**src/rtl/rr_grant_encoder.sv**
```systemverilog
// rr_grant_encoder: eight-way round-robin arbiter emitting a registered grant index, valid flag and timeout pulse
module rr_grant_encoder #(
    parameter int unsigned MAX_HOLD = 16
) (
    input  logic       clk,
    input  logic       rst_n,
    input  logic [7:0] req,
    input  logic       done,
    output logic [2:0] gnt_idx,
    output logic       gnt_valid,
    output logic       timeout
);
    typedef enum logic {IDLE, GRANT} state_t;
    localparam logic [7:0] HOLD_LAST = 8'(MAX_HOLD - 1);
    state_t     r_state, w_state;
    logic [2:0] r_ptr, w_ptr, r_idx, w_idx, w_sel;
    logic [7:0] r_cnt, w_cnt;
    logic       r_to, w_to, w_hit, w_rel;
    // first set request bit in search order ptr, ptr+1, ... wrapping mod 8
    always_comb begin
        w_sel = r_ptr;
        for (int k = 7; k >= 0; k--) if (req[r_ptr + 3'(k)]) w_sel = r_ptr + 3'(k);
    end
    // next-state: grant from IDLE, release on done/withdrawal/hold limit, count hold cycles
    always_comb begin
        w_state = r_state;
        w_ptr   = r_ptr;
        w_idx   = r_idx;
        w_cnt   = r_cnt;
        w_to    = 1'b0;
        w_hit   = (MAX_HOLD != 0) && (r_cnt == HOLD_LAST);
        w_rel   = done || !req[r_idx] || w_hit;
        if (r_state == IDLE) begin
            if (req != 8'd0) begin
                w_state = GRANT;
                w_idx   = w_sel;
                w_cnt   = 8'd0;
            end
        end else if (w_rel) begin
            w_state = IDLE;
            w_ptr   = r_idx + 3'd1;
            w_to    = w_hit && !done && req[r_idx];
        end else begin
            w_cnt = (r_cnt == 8'hFF) ? r_cnt : r_cnt + 8'd1;
        end
    end
    // state and output registers; reset clears the grant without waiting for a clock
    always_ff @(posedge clk or negedge rst_n) begin
        if (!rst_n) begin
            r_state <= IDLE;
            r_ptr   <= 3'd0;
            r_idx   <= 3'd0;
            r_cnt   <= 8'd0;
            r_to    <= 1'b0;
        end else begin
            r_state <= w_state;
            r_ptr   <= w_ptr;
            r_idx   <= w_idx;
            r_cnt   <= w_cnt;
            r_to    <= w_to;
        end
    end
    assign gnt_idx   = r_idx;
    assign gnt_valid = (r_state == GRANT);
    assign timeout   = r_to;
endmodule

```
**config.mk**
```make
export PLATFORM = sky130hd
export DESIGN_NAME = rr_grant_encoder
export DESIGN_NICKNAME = d
export VERILOG_FILES = /design/src/rtl/rr_grant_encoder.sv
export SDC_FILE = /design/constraint.sdc
export NUM_CORES = 1
export LEC_CHECK = 0
export CAP_MARGIN = 20
export CORE_ASPECT_RATIO = 1.75
export CORE_MARGIN = 2
export CORE_UTILIZATION = 45
export CTS_CLUSTER_DIAMETER = 100
export DETAILED_ROUTE_END_ITERATION = 8
export SYNTH_ARGS = -nofsm -noshare
export SYNTH_HDL_FRONTEND = slang
export SYNTH_SLANG_ARGS = --single-unit
```
**constraint.sdc**
```tcl
create_clock -name clk -period 6.25 [get_ports clk]
set_clock_uncertainty 0.05 [all_clocks]
set_input_delay 1.5625 -clock clk [delete_from_list [all_inputs] [get_ports clk]]
set_output_delay 1.5625 -clock clk [all_outputs]
set_load 0.02 [all_outputs]
```
* Word-level counts from Yosys, hierarchy flattened
Index checks and enable logic that the tools add are counted.
** Operators by class
- Divide/modulo/power cells :: 0
- Magnitude comparators :: 9
- Reductions and logical operators :: 11
- Add/sub/neg operators :: 9
- Multipliers :: 0
- Equality and inequality tests :: 4
- Shift-type cells :: 0
- Bitwise logic cells :: 1
- Mux-type cells :: 35
** Operators with widths (number)
- 3-bit by 4-bit < comparator with 1-bit output, second input constant :: 9
- 8-bit 2-to-1 mux :: 4
- 1-bit binary-select mux with 3-bit select :: 9
- 3-bit 2-to-1 mux :: 8
- 1-bit 2-to-1 mux :: 14
- 3-bit adder, second input constant :: 4
- 8-bit by 1-bit adder with 8-bit output, second input constant :: 1
- 8-bit by 4-bit equality test with 1-bit output, second input constant :: 1
- 8-bit equality test, second input constant :: 1
- 8-bit nonzero test :: 1
- 3-bit by 1-bit adder with 3-bit output, second input constant :: 2
- 3-bit by 2-bit adder with 3-bit output, second input constant :: 2
- 2-bit inequality test, second input constant :: 2
- 2-bit AND reduction :: 2
- 3-bit AND reduction :: 1
- 1-bit logical AND :: 2
- 1-bit zero test :: 2
- 1-bit logical OR :: 2
- 2-bit nonzero test :: 1
- 1-bit inverter :: 1
** Storage, ports and cells
- Memories kept :: 0
- Word-level logic and storage cells :: 74
- Output and inout port bits :: 5
- Bits in read-only memories :: 0
- Latch bits :: 0
- Input bits :: 11
- RAM bits :: 0
- Flip-flop bits (word level) :: 16

* Depth between registers and ports, before layout
- Depth in word-level cells :: 11
- Mapped depth :: 12
- Mapped depth without buffers :: 8

* Least setup slack after synthesis
Ideal clock, no wire load.
- Path type :: input port to flip-flop
- From :: input port req[3]
- To :: register r_idx[1] (netlist: gnt_idx[1])
- Path slack :: 2.760 ns
- Path buffers :: 0
- Cell stages on the path :: 6
- Arrival time :: 3.314 ns
- Data required time :: 6.074 ns
- Library setup time :: 0.126 ns
- Cells stage by stage :: mux4_2 -> or2_1 -> mux4_2 -> nor3_1 -> a21oi_1 -> a221o_1
** Between the ends
- Longest elaborated chain between the ends :: 10
- Elaborated cells between the ends (all ways) :: 26
- Those cells by class :: 24 x mux; 2 x reduce/logical
** RTL lines
- start: declaration :: RTL line 7 : input logic [7:0] req,
- 1-bit binary-select mux with 3-bit select :: RTL line 22 : for (int k = 7; k >= 0; k--) if (req[r_ptr + 3'(k)]) w_sel = r_ptr + 3'(k);
- 1-bit 2-to-1 mux (not written as such) :: RTL line 22
- 3-bit 2-to-1 mux (8 in a row) :: RTL line 22
- end signal: assignment :: RTL line 58 : r_idx <= w_idx;
- end: declaration :: RTL line 16 : logic [2:0] r_ptr, w_ptr, r_idx, w_idx, w_sel;
Parallel ways exist; a longest one is shown, timed or not. The select of a mux whose other input is x is not followed.
A chain may end at the register's enable or synchronous reset.

* Worst setup path after layout
Same ends and word-level chain as after synthesis.

==> impl_results.md <==
* Met1 Routed Length at 1.58 mm
* Post-synthesis cell count at 184
* Slew HR at 33.3%
* Cell Area, Synth at 1800 sq um
* Crit start category: input port
* Met2 WL post-DR at 2.41 mm
* Crit path DAT at 4.05 ns
* Fmax at 251 MHz
* Pwr dens at 558 nW/um^2
* Max Used Layer: met4
* Synth area leaders: dfrtp_1 (22%), mux4_2 (19%), mux2_2 (5.6%)
* Commonest cells in the netlist: nor2_1 (20), dfrtp_1 (16), mux4_2 (15)
* Clk pin slew, worst setup/hold paths at 0.06 ns
* Synth-to-layout area growth at 11.8%
* Row cnt at 30
* Avg WL per Cell at 18.1 microns
* Share of cells above drive strength 1 at 16.4%
* Worst EP required at 6.32 ns
* Largest net degree at the start of global routing at 25
* Total power at 1.13 mW
* Initial antenna violation count at 0
* Post-CTS Resized at 0
* Met3 WL at 174 microns
* # setup viols final at 0
* Post-route ant nets at 0
* CP cell instances: clkdlybuf4s50_1, mux4_2, or2_1, mux4_2, nor3_1, a21oi_1, a221o_1
* Critical-path top delay cell: mux4_2
* Most numerous cell in the Yosys netlist: nor2_1
* LEAKAGE at 0.784 nW
* Diode count at 0
* # DRC at 0
* Post-synth EDFFs at 0
* Kind of critical path: input port to flip-flop
* Grt total ovfl at 0
* Warnings, synthesis at 0
* DP Wirelength at 3.48 mm
* Largest area contributor in the synthesized netlist: dfrtp_1
* Gpl congestion at 0.879
* Max_cap viols at 0
* Final period util at 63.7%
* Slowest stage delay, CP at 0.62 ns
* Sequential-to-total area share from yosys stat at 22.2%
* RSZ-0062 raised after global routing: no
* Hold Path Class: flip-flop to flip-flop
* Die Ht at 87.7 microns
* Total Wirelength at 4.39 mm
* Pins over their slew limit at 0
* Synth top area share at 22.2%
* CTS hold repair buffers at 0
* Status: complete, no violations
* Most used cell, CP: mux4_2
* Initial Util at 46.6%
* Core Region at 3870 sq um
* Distinct cells, synth at 48
* Commonest register cell after synthesis: dfrtp_1
* Root buffer cell: clkbuf_8
* Synthesized flop and latch total at 16
* Clk sink count at 16
* Vias in the first global route at 1,533
* Synth async-reset ratio at 100%
* Synthesized net count at 199
* CP Max Fanout at 9
* Clock buffer depth at 2
* Initial drt markers at 52
* CTS Buf Count at 3
* Post-route minimum period at 3.98 ns
* Worst setup EP type: flip-flop
* Total die area at 4550 sq um
* DRT Pass-1 Iters at 4
* DIE WIDTH at 51.9 microns
* Vias per inst at 6.41
* Kind of cell adding the most delay to the critical path: multiplexers
* Fin Setup TNS at 0 ns
* Nets at 212
* CP Buf/Inv Count at 1
* CTS tree: done
* Post-CTS setup buffers at 0
* IO buf count at 15
* Peak supply drop at 0.429 mV
* # H-tree levels at 1
* Gr usage total at 21.3%
* Routed via count at 1,557
* Clock Latency Late Sink at 0.24 ns
* Final hold violation count at 0
* # IOs at 16
* First-pass GRT wire length at 7.34 mm
* Mapped Avg Cell Area at 9.80 sq um
* Measured slew at the worst slew-check pin at 1.00 ns
routing by layer:
metal  global-route usage (%)  vias to the layer above
li1                         -                      740
met2                     38.1                       58
met3                     1.54                       14
met1                     23.9                      745
met5                        0                        -
met4                     12.4                        0
layout by cell type (no fill, tap or decap), drive strengths merged, types with 6 or more instances in the layout:
| master | instances |
|---|---|
| o21ai | 7 |
| dfrtp | 16 |
| mux2 | 13 |
| nor2 | 20 |
| clkdlybuf4s50 | 15 |
| nand2 | 6 |
| mux4 | 15 |
| mux2i | 10 |
| xor2 | 8 |
| or2 | 6 |
state kept, by name, summed over array words and instances, names as in the netlist:
name	count
r_cnt	8
gnt_idx	3
r_ptr	3
gnt_valid	1
timeout	1
power breakdown:
group | switching, mW | total, mW | internal, mW
Sequential | 0.0885 | 0.220 | 0.131
Clock | 0.0320 | 0.0746 | 0.0426
Combinational | 0.409 | 0.831 | 0.421
worst paths after layout:
| path | cells past startpoint | startpoint | slack (ns) | end |
|---|---|---|---|---|
| worst max-delay path | 7 | req[3] | 2.27 | gnt_idx[1] |
| worst min-delay path | 2 | r_cnt[7] | 0.52 | r_cnt[7] |
| worst max register to register | 8 | r_ptr[0] | 2.44 | gnt_idx[1] |
| worst min register to register | 2 | r_cnt[7] | 0.52 | r_cnt[7] |
| max in group asynchronous | 1 | rst_n | 3.95 | r_cnt[2] |
| min in group asynchronous | 1 | rst_n | 1.72 | timeout |
kinds of logic after synthesis:
family / Yosys count / share of synthesized area (%)
xor+xnor: 10 / 4.86
buf+inv: 15 / 4.44
mux: 38 / 32.4
fa+ha+maj: 4 / 2.78
compound gates: 35 / 13.7
simple gates: 66 / 19.6
flops: 16 / 22.2
area by class of cell:
| type | count | area, sq um |
|---|---|---|
| multi-input cells | 153 | 1320 |
| well taps | 48 | 60.1 |
| clock buffers | 3 | 41.3 |
| fillers | 357 | 1850 |
| flip-flops and latches | 16 | 400 |
| inverters | 5 | 18.8 |
| repair buffers | 18 | 173 |
worst reg2reg max path, stage by stage, from the launching register on:
cell	delay, ns
dfrtp_1	1.00
inv_1	0.15
ha_1	0.63
mux2_2	0.42
mux4_2	0.50
or3_1	0.34
a41oi_1	0.20
a21oi_1	0.09
a221o_1	0.32
through the flow:
step | util (%) | setup slack, ns | hold WS (ns) | area [sq um] | cells
finish | 52.1 | 2.27 | 0.520 | 2020 | 243
global placement | 50.9 | 2.06 | 0.495 | 1970 | 239
floorplan | - | 2.76 | 0.470 | 1800 | 184
global route | 52.1 | 2.11 | 0.570 | 2020 | 243
CTS | 51.9 | 2.28 | 0.529 | 2010 | 242
detailed placement | 50.9 | 2.01 | 0.510 | 1970 | 239
Note: power is estimated with default switching activity, not from simulation.
